## config.mk

```make
export PLATFORM = sky130hd
export DESIGN_NAME = uartprobe_uart_rx_flat
export DESIGN_NICKNAME = d
export VERILOG_FILES = /design/src/rtl/uartprobe_uart_rx_if.sv /design/src/rtl/uartprobe_uart_rx.sv /design/src/flat_wrapper.sv
export SDC_FILE = /design/constraint.sdc
export NUM_CORES = 1
export LEC_CHECK = 0
export ABC_AREA = 1
export BUFFER_PORTS_ARGS = -buffer_cell sky130_fd_sc_hd__buf_4
export CAP_MARGIN = 20
export CORE_ASPECT_RATIO = 1.75
export CORE_MARGIN = 2
export CORE_UTILIZATION = 35
export CTS_CLUSTER_DIAMETER = 60
export DETAILED_ROUTE_END_ITERATION = 10
export SYNTH_ARGS = -nofsm -noshare
export SYNTH_HDL_FRONTEND = slang
export SYNTH_SLANG_ARGS = --single-unit
```

## constraint.sdc

```tcl
create_clock -name clk -period 1.6 [get_ports clk]
set_input_delay 0.08 -clock clk [delete_from_list [all_inputs] [get_ports clk]]
set_output_delay 0.08 -clock clk [all_outputs]
set_load 0.05 [all_outputs]
```

## src/rtl/uartprobe_uart_rx_if.sv

```systemverilog
// Receive-side byte stream between the UART deserializer and the probe's
// register-access logic, plus the per-frame error pulses.
interface uartprobe_uart_rx_if;
    logic       rx_valid;
    logic [7:0] rx_data;
    logic       rx_ready;
    logic       frame_err;
    logic       overrun;

    modport master (
        output rx_valid,
        output rx_data,
        output frame_err,
        output overrun,
        input  rx_ready
    );

    modport slave (
        input  rx_valid,
        input  rx_data,
        input  frame_err,
        input  overrun,
        output rx_ready
    );
endinterface

```

## src/rtl/uartprobe_uart_rx.sv

```systemverilog
// 8N1 UART receiver: two-flop synchronizer, mid-bit sampling FSM and a
// one-byte holding buffer presented as a valid/ready stream.
module uartprobe_uart_rx #(
    parameter int CYCLES_PER_BIT = 868
) (
    input  logic                       clk,
    input  logic                       aresetn,
    input  logic                       uart_rxd,
    uartprobe_uart_rx_if.master        rx
);

    localparam int N  = CYCLES_PER_BIT;
    localparam int H  = N / 2;
    localparam int CW = $clog2(N);
    localparam logic [CW-1:0] HALF_LAST = CW'(H - 1);
    localparam logic [CW-1:0] BIT_LAST  = CW'(N - 1);

    typedef enum logic [1:0] {
        S_IDLE,
        S_START,
        S_DATA,
        S_STOP
    } state_t;

    state_t          r_state;
    state_t          w_stateNext;
    logic            r_sync1;
    logic            r_rxdS;
    logic [CW-1:0]   r_cycleCnt;
    logic [CW-1:0]   w_cycleCntNext;
    logic [2:0]      r_bitCnt;
    logic [2:0]      w_bitCntNext;
    logic [7:0]      r_shift;
    logic [7:0]      w_shiftNext;
    logic            w_stopSample;
    logic            w_deliver;
    logic            w_badStop;
    logic            w_drain;
    logic            r_valid;
    logic [7:0]      r_data;
    logic            r_frameErr;
    logic            r_overrun;

    // Line idles high, so the synchronizer resets to 1 to avoid a false start bit.
    always_ff @(posedge clk or negedge aresetn) begin
        if (!aresetn) begin
            r_sync1 <= 1'b1;
            r_rxdS  <= 1'b1;
        end else begin
            r_sync1 <= uart_rxd;
            r_rxdS  <= r_sync1;
        end
    end

    always_ff @(posedge clk or negedge aresetn) begin
        if (!aresetn) begin
            r_state    <= S_IDLE;
            r_cycleCnt <= '0;
            r_bitCnt   <= '0;
            r_shift    <= '0;
        end else begin
            r_state    <= w_stateNext;
            r_cycleCnt <= w_cycleCntNext;
            r_bitCnt   <= w_bitCntNext;
            r_shift    <= w_shiftNext;
        end
    end

    always_comb begin
        w_stateNext    = r_state;
        w_cycleCntNext = r_cycleCnt + CW'(1);
        w_bitCntNext   = r_bitCnt;
        w_shiftNext    = r_shift;
        w_stopSample   = 1'b0;

        case (r_state)
            S_IDLE: begin
                w_cycleCntNext = '0;
                if (!r_rxdS) begin
                    w_stateNext = S_START;
                end
            end
            S_START: begin
                // A start bit that is high again at mid-bit was only a glitch.
                if (r_cycleCnt == HALF_LAST) begin
                    w_cycleCntNext = '0;
                    if (r_rxdS) begin
                        w_stateNext = S_IDLE;
                    end else begin
                        w_stateNext  = S_DATA;
                        w_bitCntNext = '0;
                    end
                end
            end
            S_DATA: begin
                if (r_cycleCnt == BIT_LAST) begin
                    w_cycleCntNext        = '0;
                    w_shiftNext[r_bitCnt] = r_rxdS;
                    w_bitCntNext          = r_bitCnt + 3'd1;
                    if (r_bitCnt == 3'd7) begin
                        w_stateNext = S_STOP;
                    end
                end
            end
            S_STOP: begin
                if (r_cycleCnt == BIT_LAST) begin
                    w_cycleCntNext = '0;
                    w_stopSample   = 1'b1;
                    w_stateNext    = S_IDLE;
                end
            end
            default: begin
                w_stateNext = S_IDLE;
            end
        endcase
    end

    assign w_deliver = w_stopSample && r_rxdS;
    assign w_badStop = w_stopSample && !r_rxdS;
    assign w_drain   = r_valid && rx.rx_ready;

    // A byte may load into a buffer that is being drained in the same cycle.
    always_ff @(posedge clk or negedge aresetn) begin
        if (!aresetn) begin
            r_valid    <= 1'b0;
            r_data     <= 8'h00;
            r_frameErr <= 1'b0;
            r_overrun  <= 1'b0;
        end else begin
            r_frameErr <= w_badStop;
            r_overrun  <= w_deliver && r_valid && !rx.rx_ready;
            if (w_deliver && (!r_valid || w_drain)) begin
                r_data  <= r_shift;
                r_valid <= 1'b1;
            end else if (w_drain) begin
                r_valid <= 1'b0;
            end
        end
    end

    assign rx.rx_valid  = r_valid;
    assign rx.rx_data   = r_data;
    assign rx.frame_err = r_frameErr;
    assign rx.overrun   = r_overrun;

endmodule

```

## src/flat_wrapper.sv

```systemverilog
// flat-port wrapper written by rule: the top's interface ports become plain ports
module uartprobe_uart_rx_flat 
#(
    parameter int CYCLES_PER_BIT = 868
)
  (clk, aresetn, uart_rxd, rx_rx_valid, rx_rx_data, rx_frame_err, rx_overrun, rx_rx_ready);
  uartprobe_uart_rx_if rx_i ();
  input  logic clk;
  input  logic aresetn;
  input  logic uart_rxd;
  output wire logic [$bits(rx_i.rx_valid)-1:0] rx_rx_valid;
  output wire logic [$bits(rx_i.rx_data)-1:0] rx_rx_data;
  output wire logic [$bits(rx_i.frame_err)-1:0] rx_frame_err;
  output wire logic [$bits(rx_i.overrun)-1:0] rx_overrun;
  input wire logic [$bits(rx_i.rx_ready)-1:0] rx_rx_ready;
  assign rx_rx_valid = rx_i.rx_valid;
  assign rx_rx_data = rx_i.rx_data;
  assign rx_frame_err = rx_i.frame_err;
  assign rx_overrun = rx_i.overrun;
  assign rx_i.rx_ready = rx_rx_ready;
  uartprobe_uart_rx #(.CYCLES_PER_BIT(CYCLES_PER_BIT)) u_core (.clk(clk), .aresetn(aresetn), .uart_rxd(uart_rxd), .rx(rx_i));
endmodule
```

-- Word-level counts from Yosys, hierarchy flattened
Index checks and enable logic that the tools add are counted.
- bits in registers: 36
- input bits: 4
- output and inout port bits: 11
- word-level logic and storage cells: 65
- add/sub/neg operators: 2
- order comparisons: 2
- equal/unequal tests: 12
- mux-type cells: 21
- reduce and logical (&&, ||, !) cells: 18
- operators by type and width (kind ; count):
    10-bit case mux with 3 select lines ; 1
    10-bit two-way mux ; 2
    2-bit two-way mux ; 6
    10-bit by 1-bit adder with 10-bit output, second input constant ; 1
    10-bit equality test, second input constant ; 1
    10-bit by 9-bit equality test with 1-bit output, second input constant ; 1
    3-bit two-way mux ; 3
    8-bit bitwise mux ; 1
    2-bit by 1-bit != test with 1-bit output, second input constant ; 4
    2-bit case mux with 4 select lines ; 1
    1-bit logical AND ; 7
    3-bit case mux with 2 select lines ; 1
    1-bit two-way mux ; 5
    5-bit AND reduction ; 1
    2-bit equality test, second input constant ; 2
    3-bit by 4-bit less-than comparator with 1-bit output, second input constant ; 1
    2-bit != test, second input constant ; 2
    4-bit AND reduction ; 1
    2-bit nonzero test ; 2
    3-bit by 1-bit adder with 3-bit output, second input constant ; 1
    1-bit demux with 3-bit select ; 1
    3-bit equality test, second input constant ; 1
    3-bit by 1-bit >= comparator with 1-bit output, second input constant ; 1
    1-bit logical NOT ; 3
    other kinds (5) ; 5

-- Longest topological paths before layout
- depth after elaboration: 6
- mapped depth: 11
- mapped depth without buffers: 10

-- Worst setup path after synthesis
OpenSTA, ideal clock, no wires.
- kind: register -> register
- start: reg u_core.r_cycleCnt[0]
- end: reg u_core.r_data[0] (netlist: u_core.rx.rx_data[0])
- setup time: 0.119 ns
- arrival time: 1.388 ns
- data required time: 1.481 ns
- slack: 0.093 ns
- cell stages (with the launch flop): 9
- path buffers: 0
- clock period less this slack: 1.507 ns
- cell sequence: dfrtp_1 > ha_1 > nand2_2 > nor3_4 > nand2_2 > nor2_8 > nand3_4 > nand2_1 > nand2_1
- cells in the longest elaborated chain, start to end: 5
- ends and longest elaborated chain (item ; RTL line ; RTL):
    start, declared ; uartprobe_uart_rx.sv:29 ; logic [CW-1:0] r_cycleCnt;
    start signal, assigned ; uartprobe_uart_rx.sv:63 ; r_cycleCnt <= w_cycleCntNext;
    10-bit equality test ; uartprobe_uart_rx.sv:106 ; if (r_cycleCnt == BIT_LAST) begin
    1-bit two-way mux ; uartprobe_uart_rx.sv:106 ;
    1-bit two-way mux ; uartprobe_uart_rx.sv:76 ; case (r_state)
    1-bit logical AND ; uartprobe_uart_rx.sv:118 ; assign w_deliver = w_stopSample && r_rxdS;
    1-bit logical AND ; uartprobe_uart_rx.sv:132 ; if (w_deliver && (!r_valid || w_drain)) begin
    end signal, assigned ; uartprobe_uart_rx.sv:133 ; r_data <= r_shift;
    end, declared ; uartprobe_uart_rx.sv:40 ; logic [7:0] r_data;
Every way passes these cells.
A chain may end at the register's enable or synchronous reset.

-- Worst setup path after layout
- start: reg u_core.r_cycleCnt[3]
- end: reg u_core.r_shift[1]
- cells in the longest elaborated chain, start to end: 2
- ends and longest elaborated chain (item ; RTL line ; RTL):
    10-bit equality test ; uartprobe_uart_rx.sv:96 ; if (r_cycleCnt == BIT_LAST) begin
    2-bit AND reduction (no line) ; -- ;
    end signal, assigned ; uartprobe_uart_rx.sv:65 ; r_shift <= w_shiftNext;
    end, declared ; uartprobe_uart_rx.sv:33 ; logic [7:0] r_shift;
Every way passes these cells.

==> results list <==
- Headroom to the max-slew limit came out at 68.11%.
- When the netlist entered floorplanning its net count stood at 240.
- Finish-stage setup viols: 0
- The analysis attributes to cell leakage a power of 1.186 nW.
- In the final routed layout, each cell accounts on average for 11.71 um.
* Slew of the pin with the lowest slew margin: 0.4733 ns
* Root buffer selected by CTS: sky130_fd_sc_hd__clkbuf_8
* Sequential cell area fraction in the yosys report: 48.85%
- DRT antenna net count: 0
- Among all stages on the critical path, the largest delay is contributed by sky130_fd_sc_hd__dfrtp_1.
- First drt pass iteration count: 7
* Largest clock skew in the final design: 0.004391 ns
* PnR worst setup slack: 0.07948 ns
- 15 I/O pins were placed.
- After detailed routing, the number of vias per cell comes to 4.875.
- Synthesized area divided by synthesized cell count: 7.971 um^2
- Post-synthesis instance area: 1849 um^2
- For this run the aggregate overflow at the end of global routing stands at 0.
- Initial Utilization: 35.79%
- Cells with a size suffix above 1 make up 22.35% of the layout.
- The number of endpoints with negative hold slack in the final report was 0.
- TritonCTS clock tree: built
- STA classifies the critical path endpoint as a flop.
- Horiz. Die Dim: 58.95 um
- Floorplan row count: 35
* Highest attainable clock frequency: 0.6577 GHz
- Post-placement setup slack: 0.02289 ns
* Pwr per Cell Area: 720.1 nW/um^2
- In this design, the stage delay of the slowest critical-path cell is 0.42 ns.
- Together, buffers and inverters on the worst path number 3.
- Final net count: 271
- STA classifies the critical path startpoint as a flop.
- Clock transition at path regs: 0.07 ns
- The H-tree generated during clock tree synthesis spans 2 levels.
- The floorplan step set the die height to 100.2 um.
- CTS buffer count: 5
- After the flow finishes, the layout carries non-filler instances totaling 319.
- At the worst endpoint, the required time is 1.78 ns.
- For this run, design rule violations remaining after detail routing come to 2.
- The first global-routing pass estimated 6.403 mm of wire.
- VDD sags by at most 0.0003922 V.
- Result of the run: finished, violations left
- # clock sinks: 36
- Violations in the final reports: design-rule violations
* Arrival time reported for the critical path endpoint: 1.70 ns
- The congestion estimate from routability-driven global placement came to 0.8291.
- The repair_antennas step left the layout with diodes totalling 0.
- After synthesis the netlist holds a flip-flop and latch count of 36.
* Final Cycle Share: 95.03%
- Worst min-delay path class: in -> async
- Summed over all nets, the half-perimeter wirelength after detailed placement is 2.861 mm.
- Clock latency on the worst-skew pair: 0.29 ns
* Ordered cell list for the critical path: inv_2 -> nand2_4 -> inv_2 -> nand2_1 -> nor2_2 -> nand2_2 -> nor2_4 -> buf_4 -> nand2_1 -> nand2_1 -> nand2_1
- Critical Path Most Common Cell: sky130_fd_sc_hd__nand2_1
- The critical path in this run is classified as reg -> reg.
- Area inside the core boundary: 5167 um^2
* Number of max-capacitance violations reported: 0
- Antenna violations before repair: 0
* Area growth syn-to-layout: 21.04%
* Via count of the first global-routing pass: 1,523
* DR vias: 1,555
- Maximum fanout encountered on the critical timing path: 5
* Placed cells: 305
- Synthesis produced a netlist whose cell count is 232.
* Slew Limit Fails: 0
* GRT Total Usage: 14.12%
- The die covers 5904 um^2.
- Number of buffers on the longest clock path: 2
* Distinct cell type count after synthesis: 24
- PortBufs: 14
- The cell family contributing the most delay on the critical path is simple AND/OR/NAND/NOR gates.
- The smallest clock period supported by the final layout is computed as 1.521 ns.
* Count of routing violations after the opening detailed-route iteration: 39
- Routed Wire Length: 3.735 mm
- Pin count of the biggest net entering global routing: 37
- Total number of yosys warnings: 0
## cell usage after synthesis
cell type / count / area, um^2
sky130_fd_sc_hd__nor2_4: 1 / 11.26
sky130_fd_sc_hd__xnor2_1: 1 / 8.760
sky130_fd_sc_hd__buf_2: 1 / 5.000
sky130_fd_sc_hd__clkbuf_1: 2 / 7.510
sky130_fd_sc_hd__or2_2: 1 / 6.260
sky130_fd_sc_hd__nor3_4: 2 / 32.53
sky130_fd_sc_hd__nand4_1: 16 / 100.1
sky130_fd_sc_hd__nor3_1: 4 / 20.02
sky130_fd_sc_hd__nand3_1: 15 / 75.07
sky130_fd_sc_hd__inv_2: 4 / 15.01
sky130_fd_sc_hd__a21oi_1: 2 / 10.01
sky130_fd_sc_hd__nand2_1: 78 / 292.8
sky130_fd_sc_hd__o21ai_0: 6 / 30.03
sky130_fd_sc_hd__inv_1: 23 / 86.33
sky130_fd_sc_hd__nand2_4: 1 / 11.26
sky130_fd_sc_hd__nor2_8: 1 / 20.02
sky130_fd_sc_hd__dfstp_2: 2 / 52.55
sky130_fd_sc_hd__buf_6: 1 / 11.26
sky130_fd_sc_hd__ha_1: 4 / 50.05
sky130_fd_sc_hd__nand3_4: 1 / 17.52
sky130_fd_sc_hd__dfrtp_1: 34 / 850.8
sky130_fd_sc_hd__nand2_2: 4 / 25.02
sky130_fd_sc_hd__nor2_2: 2 / 12.51
sky130_fd_sc_hd__nor2_1: 26 / 97.59
## per-stage QoR
stage          utilization [%]  total power (W)  cell area (um^2)  hold WS [ns]   TNS, ns
6_report                 43.32         0.001612              2238        0.2830         0
3_5_place_dp             39.85        0.0009700              2059       0.06458         0
4_1_cts                  42.03         0.001644              2172        0.2931         0
2_1_floorplan                -        0.0009427              1849       -0.2156         0
3_3_place_gp             39.85        0.0009702              2059       0.06497         0
5_1_grt                  43.32         0.001675              2238        0.3284  -0.05937
## kinds of logic (layout without fill, tap and decap cells)
| family | Yosys count | in the layout | share of synthesized area [%] |
|---|---|---|---|
| compound gates | 8 | 8 | 2.165 |
| xor+xnor | 1 | 1 | 0.4737 |
| fa+ha+maj | 4 | 4 | 2.706 |
| buf+inv | 31 | 63 | 6.765 |
| flops | 36 | 36 | 48.85 |
| simple gates | 152 | 152 | 39.04 |
## flip-flops by register name, indices dropped and copies added (netlist names), named ones only
name / cells
u_core.r_bitCnt: 3
u_core.r_cycleCnt: 10
u_core.r_rxdS: 1
u_core.r_shift: 8
u_core.r_state: 1
u_core.r_sync1: 1
u_core.rx.frame_err: 1
u_core.rx.overrun: 1
u_core.rx.rx_data: 8
u_core.rx.rx_valid: 1
## layout make-up
cell class,count,area [um^2]
flip-flops and latches,36,904.6
inverters,27,103.9
clock inverters,2,10.01
well taps,55,68.82
fillers,543,2929
repair buffers,28,227.7
clock buffers,6,82.58
multi-input cells,165,840.8
## path summary, 6_finish.rpt
| check | start | end | slack (ns) | cells after the start |
|---|---|---|---|---|
| min in group clk | rx_rx_ready | u_core.rx.overrun$_DFF_PN0_ | 0.31 | 4 |
| hold reg to reg | u_core.r_sync1$_DFF_PN1_ | u_core.r_rxdS$_DFF_PN1_ | 0.36 | 0 |
| max in group asynchronous | aresetn | u_core.r_cycleCnt[0]$_DFF_PN0_ | 0.98 | 2 |
| setup reg to reg | u_core.r_cycleCnt[3]$_DFF_PN0_ | u_core.r_shift[1]$_DFFE_PN0P_ | 0.08 | 11 |
| hold / removal | aresetn | u_core.r_shift[4]$_DFFE_PN0P_ | 0.28 | 2 |
| setup / recovery | u_core.r_cycleCnt[3]$_DFF_PN0_ | u_core.r_shift[1]$_DFFE_PN0P_ | 0.08 | 11 |
## power breakdown
| part | leakage (nW) | internal, W | total, W | switching (W) |
|---|---|---|---|---|
| logic | 0.655 | 0.0000107 | 0.0000398 | 0.0000290 |
| clock network | 0.0510 | 0.000343 | 0.000657 | 0.000314 |
| registers | 0.480 | 0.000914 | 0.000915 | 0.000000922 |
## placed cells by master (no fill, tap or decap), types with 5 or more instances in the layout
| cell | count |
|---|---|
| sky130_fd_sc_hd__inv_1 | 22 |
| sky130_fd_sc_hd__buf_4 | 25 |
| sky130_fd_sc_hd__nor2_1 | 25 |
| sky130_fd_sc_hd__dfrtp_1 | 33 |
| sky130_fd_sc_hd__nand2_1 | 76 |
| sky130_fd_sc_hd__nand4_1 | 16 |
| sky130_fd_sc_hd__o21ai_0 | 5 |
| sky130_fd_sc_hd__clkbuf_8 | 6 |
| sky130_fd_sc_hd__nand3_1 | 15 |
| sky130_fd_sc_hd__nand2_2 | 6 |
## routing by layer
| layer | GRT usage (%) | up-vias | wire length (um) |
|---|---|---|---|
| met3 | 3.093 | 9 | 104 |
| met2 | 28.80 | 19 | 2145 |
| met1 | 12.67 | 729 | 1364 |
| met4 | 4.720 | 0 | 120 |
| li1 | - | 798 | - |
| met5 | 0 | - | 0 |
## worst reg2reg max path, stage by stage (launching register included)
cell	delay, ns
sky130_fd_sc_hd__dfrtp_1	0.42
sky130_fd_sc_hd__inv_2	0.10
sky130_fd_sc_hd__nand2_4	0.07
sky130_fd_sc_hd__inv_2	0.06
sky130_fd_sc_hd__nand2_1	0.07
sky130_fd_sc_hd__nor2_2	0.11
sky130_fd_sc_hd__nand2_2	0.08
sky130_fd_sc_hd__nor2_4	0.19
sky130_fd_sc_hd__buf_4	0.16
sky130_fd_sc_hd__nand2_1	0.06
sky130_fd_sc_hd__nand2_1	0.06
sky130_fd_sc_hd__nand2_1	0.05
## timing repair
| item | in CTS | in global routing |
|---|---|---|
| endpoints found under the hold margin | 35 | 0 |
| hold buffers | 2 | 0 |
| setup endpoints to repair | 0 | 31 |
| gates resized for setup | 0 | 9 |
| buffers inserted | 0 | 4 |
(Power assumes the default switching activity.)
